$ cat config.mk
export PLATFORM = sky130hd
export DESIGN_NAME = ps2_transmit
export DESIGN_NICKNAME = d
export VERILOG_FILES = /design/src/rtl/ps2_pkg.sv /design/src/rtl/ps2_clk_filter.sv /design/src/rtl/ps2_transmit.sv
export SDC_FILE = /design/constraint.sdc
export NUM_CORES = 1
export LEC_CHECK = 0
export CAP_MARGIN = 10
export CELL_PAD_IN_SITES_DETAIL_PLACEMENT = 0
export CELL_PAD_IN_SITES_GLOBAL_PLACEMENT = 1
export CORE_ASPECT_RATIO = 1.5
export CORE_MARGIN = 3
export CORE_UTILIZATION = 34
export DETAILED_ROUTE_END_ITERATION = 8
export GPL_ROUTABILITY_DRIVEN = 0
export PLACE_DENSITY_LB_ADDON = 0.1
export SETUP_SLACK_MARGIN = 0.4
export SLEW_MARGIN = 30
export SYNTH_ARGS = -nofsm -noshare
export SYNTH_HDL_FRONTEND = slang
export SYNTH_SLANG_ARGS = --single-unit
$ cat constraint.sdc
create_clock -name clk -period 2.5 [get_ports clk]
set_input_delay 0.5 -clock clk [delete_from_list [all_inputs] [get_ports clk]]
set_output_delay 0.5 -clock clk [all_outputs]
set_load 0.1 [all_outputs]
$ cat src/rtl/ps2_pkg.sv
// Shared PS/2 definitions: transmitter state encoding, common command bytes
// and the frame builder used by the host-to-device path.
package ps2_pkg;

   typedef enum logic [2:0] {
      IDLE         = 3'd0,
      RTS          = 3'd1,
      START        = 3'd2,
      DATA         = 3'd3,
      STOP         = 3'd4,
      WAIT_RELEASE = 3'd5
   } ps2_tx_state_t;

   localparam logic [7:0] PS2_CMD_RESET   = 8'hFF;
   localparam logic [7:0] PS2_CMD_SET_LED = 8'hED;
   localparam logic [7:0] PS2_ACK         = 8'hFA;

   // Odd parity on top of the data byte, shifted out LSB first.
   function automatic logic [8:0] ps2_frame(input logic [7:0] data);
      return {~^data, data};
   endfunction

endpackage

$ cat src/rtl/ps2_clk_filter.sv
// Debounces the sampled PS/2 clock pin and reports one-cycle fall/rise
// events of the cleaned clock; shared by the transmit and receive paths.
module ps2_clk_filter #(
   parameter int FILTER_LEN = 8
) (
   input  logic clk,
   input  logic reset_n,
   input  logic ps2c,
   output logic ps2c_filt,
   output logic fall,
   output logic rise
);

   logic [FILTER_LEN-1:0] filter_reg;
   logic [FILTER_LEN-1:0] filter_next;
   logic                  filt_next;

   // The filtered level only moves once the whole window agrees.
   always_comb begin
      filter_next = {ps2c, filter_reg[FILTER_LEN-1:1]};
      filt_next   = ps2c_filt;
      if (&filter_next)
         filt_next = 1'b1;
      else if (~|filter_next)
         filt_next = 1'b0;
   end

   always_ff @(posedge clk) begin
      if (!reset_n) begin
         filter_reg <= '1;
         ps2c_filt  <= 1'b1;
      end else begin
         filter_reg <= filter_next;
         ps2c_filt  <= filt_next;
      end
   end

   assign fall = ps2c_filt & ~filt_next;
   assign rise = ~ps2c_filt & filt_next;

endmodule

$ cat src/rtl/ps2_transmit.sv
// Host-to-device PS/2 transmitter: request-to-send, start/data/parity/stop
// clocked out by the device, then ACK check with an overall timeout.
module ps2_transmit
   import ps2_pkg::*;
#(
   parameter int INHIBIT_CYCLES = 5000,
   parameter int FILTER_LEN     = 8,
   parameter int TIMEOUT_CYCLES = 1000000
) (
   input  logic       clk,
   input  logic       reset_n,
   input  logic       ps2c,
   input  logic       ps2d,
   input  logic       wr_ps2,
   input  logic [7:0] din,
   output logic       ps2c_drive_low,
   output logic       ps2d_drive_low,
   output logic       tx_idle,
   output logic       done_tick,
   output logic       err_tick
);

   localparam int RTS_W = ($clog2(INHIBIT_CYCLES) > 0) ? $clog2(INHIBIT_CYCLES) : 1;
   localparam int TO_W  = ($clog2(TIMEOUT_CYCLES) > 0) ? $clog2(TIMEOUT_CYCLES) : 1;
   localparam logic [RTS_W-1:0] RTS_LAST = RTS_W'(INHIBIT_CYCLES - 1);
   localparam logic [TO_W-1:0]  TO_LAST  = TO_W'(TIMEOUT_CYCLES - 1);

   ps2_tx_state_t    state_reg, state_next;
   logic [8:0]       sr_reg, sr_next;
   logic [3:0]       n_reg, n_next;
   logic [RTS_W-1:0] rts_cnt, rts_next;
   logic [TO_W-1:0]  to_cnt, to_next;
   logic             ack_reg, ack_next;
   logic             fall, rise, filt_unused;
   logic             active, timeout;

   ps2_clk_filter #(.FILTER_LEN(FILTER_LEN)) u_filter (
      .clk      (clk),
      .reset_n  (reset_n),
      .ps2c     (ps2c),
      .ps2c_filt(filt_unused),
      .fall     (fall),
      .rise     (rise)
   );

   assign active  = (state_reg == START) || (state_reg == DATA) ||
                    (state_reg == STOP)  || (state_reg == WAIT_RELEASE);
   assign timeout = active && (to_cnt == TO_LAST);

   always_ff @(posedge clk) begin
      if (!reset_n) begin
         state_reg <= IDLE;
         sr_reg    <= '0;
         n_reg     <= '0;
         rts_cnt   <= '0;
         to_cnt    <= '0;
         ack_reg   <= 1'b0;
      end else begin
         state_reg <= state_next;
         sr_reg    <= sr_next;
         n_reg     <= n_next;
         rts_cnt   <= rts_next;
         to_cnt    <= to_next;
         ack_reg   <= ack_next;
      end
   end

   // Timeout overrides whatever edge the device produced in the same cycle.
   always_comb begin
      state_next = state_reg;
      sr_next    = sr_reg;
      n_next     = n_reg;
      rts_next   = rts_cnt;
      to_next    = to_cnt;
      ack_next   = ack_reg;
      done_tick  = 1'b0;
      err_tick   = 1'b0;
      if (active && (to_cnt != TO_LAST))
         to_next = to_cnt + TO_W'(1);
      case (state_reg)
         IDLE: begin
            if (wr_ps2) begin
               sr_next    = ps2_frame(din);
               rts_next   = '0;
               state_next = RTS;
            end
         end
         RTS: begin
            if (rts_cnt == RTS_LAST) begin
               to_next    = '0;
               state_next = START;
            end else begin
               rts_next = rts_cnt + RTS_W'(1);
            end
         end
         START: begin
            if (fall) begin
               n_next     = '0;
               state_next = DATA;
            end
         end
         DATA: begin
            if (fall) begin
               if (n_reg == 4'd8) begin
                  state_next = STOP;
               end else begin
                  sr_next = {1'b0, sr_reg[8:1]};
                  n_next  = n_reg + 4'd1;
               end
            end
         end
         STOP: begin
            if (fall) begin
               ack_next   = ~ps2d;
               state_next = WAIT_RELEASE;
            end
         end
         WAIT_RELEASE: begin
            if (rise) begin
               state_next = IDLE;
               done_tick  = ack_reg;
               err_tick   = ~ack_reg;
            end
         end
         default: state_next = IDLE;
      endcase
      if (timeout) begin
         state_next = IDLE;
         done_tick  = 1'b0;
         err_tick   = 1'b1;
      end
   end

   // Pin drives come from registers only so the open-collector lines never glitch.
   assign ps2c_drive_low = (state_reg == RTS);
   assign ps2d_drive_low = ((state_reg == RTS) && (rts_cnt == RTS_LAST)) ||
                           (!timeout && ((state_reg == START) ||
                                         ((state_reg == DATA) && !sr_reg[0])));
   assign tx_idle        = (state_reg == IDLE);

endmodule

==> results.md, run 1 <==
- Status: finished, violations left
- Failing checks: negative setup slack
- # hold bufs at CTS: 0
- Vias per cell: slightly above 5
- Post-route clock skew: 0.00640 ns
- Num rows: 40
- Critical path depth in cells: 6
- Syn Nets: 367
- Crit path DAT: between 2 and 2.5 ns
- Proportion of layout cells with a drive suffix above 1: 18.5%
- Boundary Pins: 18
- Crit path time final: around 2.8 ns
- Starting Density: 35.8%
- All-Layer GR Usage: approximately 16%
- Clock Tree Root: clkbuf_16
- CP Capture Type: output pin
- Fin worst setup slack: -0.275 ns
- Crit start category: flip-flop
- Worst EP required: about 2 ns
- Most used flip-flop cell after synthesis: dfxtp_1
- Slowest stage delay, CP: around 0.59 ns
- Period utilization: 111%
- Final setup fails: 3
- Post-DRT Antenna Nets: 0
- Post-synth EDFFs: 0
- Critical path buffers and inverters: 2
- Crit path kind: flip-flop to output pin
- Cell variety after synth: 56
- RSZ-0062 raised after global routing: yes
- Detailed-route DRC error count: 0
- Die footprint: between 9000 and 10000 sq um
- Final instance area: about 3800 sq um
- Most common cell after layout, fill and taps aside: dfxtp_1
- Syn Area/Cell: between 8 and 9 sq um
- Max cap viols: 0
- Area of the mapped netlist: between 2000 and 3000 sq um
- Slew Limit Fails: 0
- Clock Path Buffers: 2
- DRT Wirelength: just over 7000 um
- Sequential-to-total area share from yosys stat: 39.5%
- Wire length per cell: ~14 um
- Post-synth ARST share: 0%
- Family with the most delay on the worst path: simple AND/OR/NAND/NOR gates
- CP max FO: 3
- TritonCTS clock tree: done
- VDD IR max: 0.381 mV
- Slew HR: between 50% and 60%
- Sink Count: between 50 and 60
- Clock slew at reported path FFs: 0.05 ns
- Die height: about 120 um
- First-pass GRT wire length: around 12000 um
- Worst-Skew Late Latency: roughly 0.32 ns
- Fmax: ~360 MHz
- Antenna violations before repair: 0
- Antenna cells: 0
- Core box area: around 8200 sq um
- Post-route insts no fill: 500
- Total grt overflow: 0
- Die width: about 80 um
- FF-to-FF path depth: 5
- Class of the worst hold path: flip-flop to flip-flop
- Drt initial violations: ~120
- Pre-antenna DRT Iters: 4
- Nets: 407
- Number of flip-flops in the largest register: 20
- Power Dens Cells: between 500 and 600 nW/um^2
- CP cell instances: or4b_1 > or4_4 > o21ai_2 > buf_4 > o2bb2ai_4 > buf_12
- H-Tree Depth: 3
- Mapped Cells: 350
- TritonCTS Buffers: 9
- Slowest-stage cell, CP: or4_4
- # port buffers: 17
- Placed Cells: approximately 480
- Post-DP Area: roughly 3500 sq um
- Synthesis-to-layout area growth: 30.6%
- Synthesis Warnings: 0
- Via count: 2581
- Slew @ Worst Pin: 0.730 ns
- Largest net degree at the start of global routing: 22
- Vias in the first global route: 2462
- DPL Wire Length: roughly 5200 um
- Final hold viol count: 0
- Commonest cells after routing, fill and taps aside: 53 x dfxtp_1, 45 x nor2_1, 26 x nand2_1, 26 x buf_4
- Hold-critical path depth: 1
- Leakage: about 1.4 nW
- Total power: approximately 2.2 mW
- #FFs+latches synth: between 50 and 60
-- per-layer routing --
layer / vias to the layer above / track usage (%) / routed length (um)
met5: - / 0 / 0
met1: 1200 / 19.6 / 3060
met4: 0 / 6.86 / 138
met2: 41 / 26.3 / 3760
li1: 1331 / - / -
met3: 9 / 3.68 / 228
-- per-stage QoR --
| stage | hold slack [ns] | TNS, ns | setup slack, ns | util (%) |
|---|---|---|---|---|
| 2_1_floorplan | 0.434 | -0.309 | -0.130 | - |
| 3_3_place_gp | 0.446 | 0 | 0.0242 | 42.7 |
| 3_5_place_dp | 0.457 | 0 | 0.0268 | 42.7 |
| 4_1_cts | 0.470 | -0.779 | -0.282 | 46.3 |
| 5_1_grt | 0.504 | -0.986 | -0.359 | 46.8 |
| 6_report | 0.473 | -0.758 | -0.275 | 46.8 |
-- Yosys cell counts (all sizes together), types with 3 or more instances --
cell type,n,area (sq um)
dfxtp,58,1160
nor2,46,173
nand2,27,101
a21oi,19,98.9
o21ai,18,90.1
xor2,18,158
xnor2,17,149
nand3,16,80.1
nand4,12,75.1
clkbuf,11,41.3
inv,10,37.5
nand2b,10,62.6
o211a,9,97.6
and3,7,45.1
nor4,6,58.8
buf,5,26.3
a211oi,4,30.0
ha,4,50.1
nor3,4,20.0
or3,4,25.0
and2,3,18.8
nand3b,3,22.5
o211ai,3,22.5
or2,3,18.8
or4,3,23.8
-- area by class of cell --
| class | count | area [sq um] |
|---|---|---|
| Inverter | 10 | 37.5 |
| Fill cell | 842 | 4370 |
| Multi-Input combinational cell | 266 | 1790 |
| Sequential cell | 58 | 1170 |
| Clock inverter | 3 | 15.0 |
| Timing Repair Buffer | 45 | 438 |
| Tap cell | 105 | 131 |
| Clock buffer | 13 | 250 |
-- power by group --
part / switching [mW] / total, mW / internal, mW / leakage, nW
combinational: 0.0916 / 0.167 / 0.0758 / 0.832
clock: 0.401 / 1.09 / 0.691 / 0.133
sequential: 0.0156 / 0.960 / 0.944 / 0.474
-- repair_timing --
action,in CTS,in global routing
buffers inserted,1,1
gates resized for setup,6,8
endpoints found under the setup margin,5,28
pin swaps,3,5
-- final timing paths --
check                                         start                           endpoint  slack [ns]
setup / recovery               to_cnt[7]$_SDFF_PN0_                           err_tick       -0.27
hold / removal    u_filter.filter_reg[2]$_SDFF_PN1_  u_filter.filter_reg[1]$_SDFF_PN1_        0.47
setup reg to reg           rts_cnt[10]$_SDFFE_PN0P_              to_cnt[10]$_SDFF_PN0_        0.54
hold reg to reg   u_filter.filter_reg[2]$_SDFF_PN1_  u_filter.filter_reg[1]$_SDFF_PN1_        0.47
-- kinds of logic after synthesis --
group	after synthesis	share of synthesized area [%]
buf+inv	26	3.58
fa+ha+maj	4	1.70
compound gates	69	16.0
mux	2	0.681
flops	58	39.5
simple gates	156	28.1
xor+xnor	35	10.4
Note: power is estimated with default switching activity, not from simulation.
==> run 2: changes to the inputs <==
Settings changed: CORE_MARGIN 3 to 2, GPL_ROUTABILITY_DRIVEN 0 to unset, GPL_TIMING_DRIVEN set to 0.
==> run 2 against run 1 <==
Compared with the run above: the flow still finishes with violations (negative setup slack); global-route usage up 0.78 points; power increased by 5.0%; die area shrank 4.1%; final cell count is 1.2% lower; fmax rose by 0.39%; design area down 0.20%; clock skew shrank 0.0029 ns; utilization fell by 1.2 points; wire length grew 1.5%; combinational power about the same; non-clock buffer count fell by 7; largest cell class unchanged.
==> results.md, run 2 (synthesis results as in run 1) <==
- Commonest cells after routing, fill and taps aside: 53 x dfxtp_1, 45 x nor2_1, 26 x nand2_1, 18 x xor2_1, 18 x a21oi_1
- Clock slew at reported path FFs: 0.05 ns (about the same)
- VDD IR max: 0.326 mV (-14%)
- Clock Path Buffers: 2 (unchanged)
- Core box area: 8410 sq um (+2.5%)
- Largest net degree at the start of global routing: 11 (-50%)
- Final hold viol count: 0 (unchanged)
- Post-route clock skew: 0.00354 ns (-0.00286 ns)
- Crit start category: flip-flop
- DPL Wire Length: 5230 um (+0.88%)
- Vias per cell: 5.20 (+0.78%)
- Total grt overflow: 0 (unchanged)
- Crit path kind: flip-flop to output pin
- Fin worst setup slack: -0.264 ns (+0.0107 ns)
- Drt initial violations: 110 (-11%)
- Fmax: 362 MHz (+0.39%)
- Most common cell after layout, fill and taps aside: dfxtp_1
- Total negative setup slack: -0.698 ns (+0.0605 ns)
- Slowest stage delay, CP: 0.61 ns (+0.02 ns)
- Worst Hold Path EP: sr_reg[8]$_SDFFE_PN0P_
- RSZ-0062 raised after global routing: yes
- Nets: 400 (-1.7%)
- Num rows: 41 (+2.5%)
- Period utilization: 111% (-0.43 points)
- Max cap viols: 0 (unchanged)
- Post-DP Area: 3330 sq um (-5.1%)
- Slew HR: 47.5% (-3.5 points)
- Sink Count: 58 (unchanged)
- Failing checks: negative setup slack
- Boundary Pins: 18 (unchanged)
- TritonCTS Buffers: 9 (unchanged)
- DP Worst Slack: -1.35 ns (-1.38 ns)
- Slew Limit Fails: 0 (unchanged)
- Reg2reg end: sr_reg[6]$_SDFFE_PN0P_
- Number of flip-flops in the largest register: 20 (unchanged)
- Pre-antenna DRT Iters: 4 (unchanged)
- Crit path time final: 2.76 ns (-0.0107 ns)
- H-Tree Depth: 3 (unchanged)
- Antenna cells: 0 (unchanged)
- TritonCTS clock tree: done
- Synthesis-to-layout area growth: 30.4%
- Final setup fails: 3 (unchanged)
- Worst EP required: 2.00 ns (about the same)
- Post-DRT Antenna Nets: 0 (unchanged)
- Slowest-stage cell, CP: or4_4
- R2R Setup Slk: 0.17 ns (-0.37 ns)
- Gpl congestion: approximately 0.77
- First-pass GRT wire length: 12300 um (+2.9%)
- # hold bufs at CTS: 0 (unchanged)
- All-Layer GR Usage: 16.8% (+0.78 points)
- FF-to-FF path depth: 8 (+3)
- Wire length per cell: 14.8 um (+2.7%)
- Power Dens Cells: 609 nW/um^2 (+5.2%)
- CP max FO: 6 (+3)
- Die footprint: 9420 sq um (-4.1%)
- Clock Tree Root: clkbuf_16
- Vias in the first global route: 2578 (+4.7%)
- CP Capture Type: output pin
- Fin Hold WS: 0.467 ns (-0.00561 ns)
- Starting Density: 34.9% (-0.87 points)
- Hold-critical path depth: 2 (+1)
- Final instance area: 3830 sq um (-0.20%)
- Crit path DAT: 2.26 ns (about the same)
- Die width: 79.9 um (-2.4%)
- DRT Wirelength: 7290 um (+1.5%)
- # port buffers: 16 (-1)
- CP cell instances: or4b_4 > or4_4 > o21ai_4 > o2bb2ai_4 > buf_12
- Slew @ Worst Pin: 0.782 ns (+0.0515 ns)
- Status: finished, violations left
- Antenna violations before repair: 0 (unchanged)
- Reg-to-reg startpoint: n_reg[0]$_SDFFE_PN0P_
- Class of the worst hold path: flip-flop to flip-flop
- Proportion of layout cells with a drive suffix above 1: 17.3% (-1.2 points)
- Worst-Skew Late Latency: 0.32 ns (about the same)
- Detailed-route DRC error count: 0 (unchanged)
- Leakage: 1.42 nW (-1.6%)
- Via count: 2570 (-0.43%)
- Die height: 118 um (-1.7%)
- Hold wc startpoint: sr_reg[8]$_SDFFE_PN0P_
## run 2: worst max path at each step
stage / depth (start not counted) / start / slack (ns) / end
6_report: 5 / to_cnt[7]$_SDFF_PN0_ / -0.26 / err_tick
5_1_grt: 8 / to_cnt[1]$_SDFF_PN0_ / -0.34 / err_tick
4_1_cts: 8 / to_cnt[1]$_SDFF_PN0_ / -0.33 / err_tick
3_5_place_dp: 8 / to_cnt[0]$_SDFF_PN0_ / -1.35 / err_tick
3_3_place_gp: 8 / to_cnt[0]$_SDFF_PN0_ / -1.35 / err_tick
2_1_floorplan: 6 / to_cnt[1]$_SDFF_PN0_ / -0.13 / err_tick
## run 2: power by group
| part | total [mW] | switching, mW | internal, mW |
|---|---|---|---|
| combinational | 0.168 | 0.100 | 0.0684 |
| sequential | 0.957 | 0.0134 | 0.943 |
| clock | 1.21 | 0.402 | 0.804 |
| total | 2.33 | 0.515 | 1.82 |
## run 2: final cells by class
cell class	instances	area (sq um)
Buffer	16	91.3
Multi-Input combinational cell	266	1860
Fill cell	870	4580
Clock buffer	14	295
Inverter	10	37.5
Tap cell	107	134
Sequential cell	58	1170
Timing Repair Buffer	22	233
Clock inverter	1	5.00
## run 2: what timing repair did
| action | in CTS | in global routing |
|---|---|---|
| pin swaps | 6 | 3 |
| gates cloned | 0 | 0 |
| setup endpoints to repair | 25 | 35 |
| setup buffers | 5 | 1 |
| gates resized for setup | 64 | 14 |
## run 2: routing by layer
layer | vias up | track usage [%] | part of all wire (%)
met3 | 8 | 3.76 | 2.7
met5 | - | 0 | 0
met1 | 1215 | 19.0 | 43
met4 | 0 | 7.42 | 1.4
li1 | 1309 | - | -
met2 | 38 | 29.3 | 53
## run 2: stage by stage
step | instances | total power, mW | utilization (%)
6_report | 494 | 2.33 | 45.5
5_1_grt | 494 | 2.42 | 45.5
4_1_cts | 493 | 2.37 | 44.8
3_5_place_dp | 473 | 1.14 | 39.5
3_3_place_gp | 473 | 1.14 | 39.5
2_1_floorplan | 350 | 1.08 | -
## run 2: worst max-delay path: cells and delay by family, from the launching register on
| family | cells | cell delay [ns] |
|---|---|---|
| compound gates | 2 | 0.25 |
| simple gates | 2 | 1.15 |
| buf+inv | 1 | 0.19 |
| flops | 1 | 0.36 |
==> run 3: changes to the inputs <==
Settings changed: CORE_ASPECT_RATIO 1.5 to unset, CTS_CLUSTER_DIAMETER set to 100.
==> run 3 against run 2 <==
Compared with the run above: the flow still finishes with violations (negative setup slack); critical path type unchanged; utilization decreased by 0.94 points; non-clock buffer count unchanged; first-iteration DRC count decreased by 12%; hold slack improved by 0.011 ns; critical path depth unchanged; largest cell class unchanged; power decreased by 19%; via count decreased by 0.89%.
==> results.md, run 3 (synthesis results as in run 1) <==
- Proportion of layout cells with a drive suffix above 1: 16.8% (-0.56 points)
- Sink Count: 58 (unchanged)
- Final instance area: 3700 sq um (-3.4%)
- Boundary Pins: 18 (unchanged)
- R2R Setup Slk: 0.17 ns (about the same)
- Drt initial violations: 97 (-12%)
- H-Tree Depth: 3 (unchanged)
- All-Layer GR Usage: 15.4% (-1.3 points)
- Die height: 97.0 um (-18%)
- Fmax: 356 MHz (-1.6%)
- Antenna cells: 0 (unchanged)
- Vias in the first global route: 2435 (-5.5%)
- Post-DRT Antenna Nets: 0 (unchanged)
- DPL Wire Length: 4890 um (-6.6%)
- Core box area: 8300 sq um (-1.4%)
- M1 GR Usage: 20.7% (+1.8 points)
- Largest net degree at the start of global routing: 11 (unchanged)
- Internal power: 1.39 mW (-23%)
- Comb power frac: 9.0% (+1.8 points)
- First-pass GRT wire length: 11800 um (-4.0%)
- Commonest cells after routing, fill and taps aside: 54 x dfxtp_1, 45 x nor2_1, 26 x nand2_1, 18 x xor2_1, 18 x a21oi_1
- Wire length per cell: 14.5 um (-1.9%)
- DRT Wirelength: 7140 um (-2.1%)
- Met2 usage in global routing: 24.3% (-5.0 points)
- Slew @ Worst Pin: 0.814 ns (+0.0321 ns)
- Starting Density: 35.4% (+0.48 points)
- Die footprint: 9400 sq um (-0.16%)
- Number of flip-flops in the largest register: 20 (unchanged)
- Period utilization: 112% (+1.7 points)
- DP Worst Slack: -1.33 ns (+0.0186 ns)
- Fin worst setup slack: -0.308 ns (-0.0437 ns)
- Clock network fraction of design power: 40.6% (-11 points)
- Crit path time final: 2.81 ns (+0.0437 ns)
- Gpl congestion: 0.742 (-3.3%)
- Power share of the sequential group: 50.3% (+9.3 points)
- Vias per cell: 5.17 (-0.69%)
- RSZ-0062 raised after global routing: yes
- Clock slew at reported path FFs: 0.07 ns (+0.02 ns)
- Total grt overflow: 0 (unchanged)
- Total power: 1.90 mW (-19%)
- Crit path DAT: 2.31 ns (+0.05 ns)
- Post-route clock skew: 0.00692 ns (+0.00338 ns)
- Final setup fails: 3 (unchanged)
- Detailed-route DRC error count: 0 (unchanged)
- Failing checks: negative setup slack
- Max cap viols: 0 (unchanged)
- CP Capture Type: output pin
- GR peak layer: met2
- Worst EP required: 2.00 ns (about the same)
- Antenna violations before repair: 0 (unchanged)
- Class of the worst hold path: flip-flop to flip-flop
- Switching Share: 26.6% (+4.5 points)
- Post-DP Area: 3320 sq um (about the same)
- Pre-antenna DRT Iters: 4 (unchanged)
- Num rows: 33 (-20%)
- Leakage: 1.36 nW (-3.9%)
- Via count: 2547 (-0.89%)
- Slew HR: 45.3% (-2.2 points)
- Status: finished, violations left
- Slew Limit Fails: 0 (unchanged)
- Nets: 400 (unchanged)
- Most common cell after layout, fill and taps aside: dfxtp_1
- M3 GR Usage: 3.68% (-0.073 points)
- Sw Pwr: 0.503 mW (-2.3%)
- Worst-Skew Late Latency: 0.34 ns (+0.02 ns)
- Synthesis-to-layout area growth: 25.9%
- CP max FO: 6 (unchanged)
- Power Dens Cells: 512 nW/um^2 (-16%)
- Crit start category: flip-flop
- VDD IR max: 0.315 mV (-3.5%)
- Clock Tree Root: clkbuf_8
- Clock Path Buffers: 2 (unchanged)
- Final hold viol count: 0 (unchanged)
- TritonCTS clock tree: done
- Die width: 97.0 um (+21%)
- # port buffers: 16 (unchanged)
- Crit path kind: flip-flop to output pin
- TritonCTS Buffers: 9 (unchanged)
==> run 3: worst paths after layout <==
| check | startpoint | end | cells after the start |
|---|---|---|---|
| worst max-delay path | to_cnt[7]$_SDFF_PN0_ | err_tick | 5 |
| worst min-delay path | sr_reg[8]$_SDFFE_PN0P_ | sr_reg[8]$_SDFFE_PN0P_ | 2 |
| worst max register to register | u_filter.filter_reg[5]$_SDFF_PN1_ | sr_reg[6]$_SDFFE_PN0P_ | 6 |
| worst min register to register | sr_reg[8]$_SDFFE_PN0P_ | sr_reg[8]$_SDFFE_PN0P_ | 2 |
==> run 3: per-layer routing <==
| layer | share of wire, % | up-vias |
|---|---|---|
| li1 | - | 1309 |
| met1 | 51 | 1196 |
| met2 | 45 | 33 |
| met3 | 2.5 | 9 |
| met4 | 1.3 | 0 |
| met5 | 0 | - |
==> run 3: power groups by stage <==
stage,registers (mW),clock network [mW],logic [mW]
detailed placement,0.975,0,0.167
CTS,0.954,0.798,0.170
floorplan,0.972,0,0.113
finish,0.954,0.770,0.172
global placement,0.975,0,0.168
global route,0.957,0.839,0.189
==> run 3: through the flow <==
step,setup TNS (ns),std cells,utilization [%],hold slack [ns]
after global routing,-1.17,493,44.6,0.492
after detailed placement,-7.76,471,40.1,0.449
final,-0.822,493,44.6,0.478
after CTS,-0.980,492,43.7,0.466
after floorplan,-0.309,350,-,0.434
after global placement,-7.67,471,40.1,0.444
==> run 3: layout make-up <==
| class | instances | area, sq um |
|---|---|---|
| clock inverter | 5 | 30.0 |
| multi-input combinational | 266 | 1850 |
| fill | 822 | 4600 |
| clock buffer | 11 | 141 |
| tap | 105 | 131 |
| inverter | 10 | 37.5 |
| timing repair buffer | 22 | 245 |
| sequential | 58 | 1170 |
| buffer | 16 | 90.1 |
==> run 3: repair_timing <==
action                     CTS  global route
hold buffers                 0             0
pin swaps                    5             5
buffers inserted             5             1
resized for setup           57            20
setup endpoints to repair   22            24
==> run 3: worst max-delay path, stage by stage (launching register included) <==
cell	delay, ns
dfxtp_4	0.37
or4b_4	0.53
or4_4	0.63
o21ai_4	0.10
o2bb2ai_4	0.15
buf_12	0.19
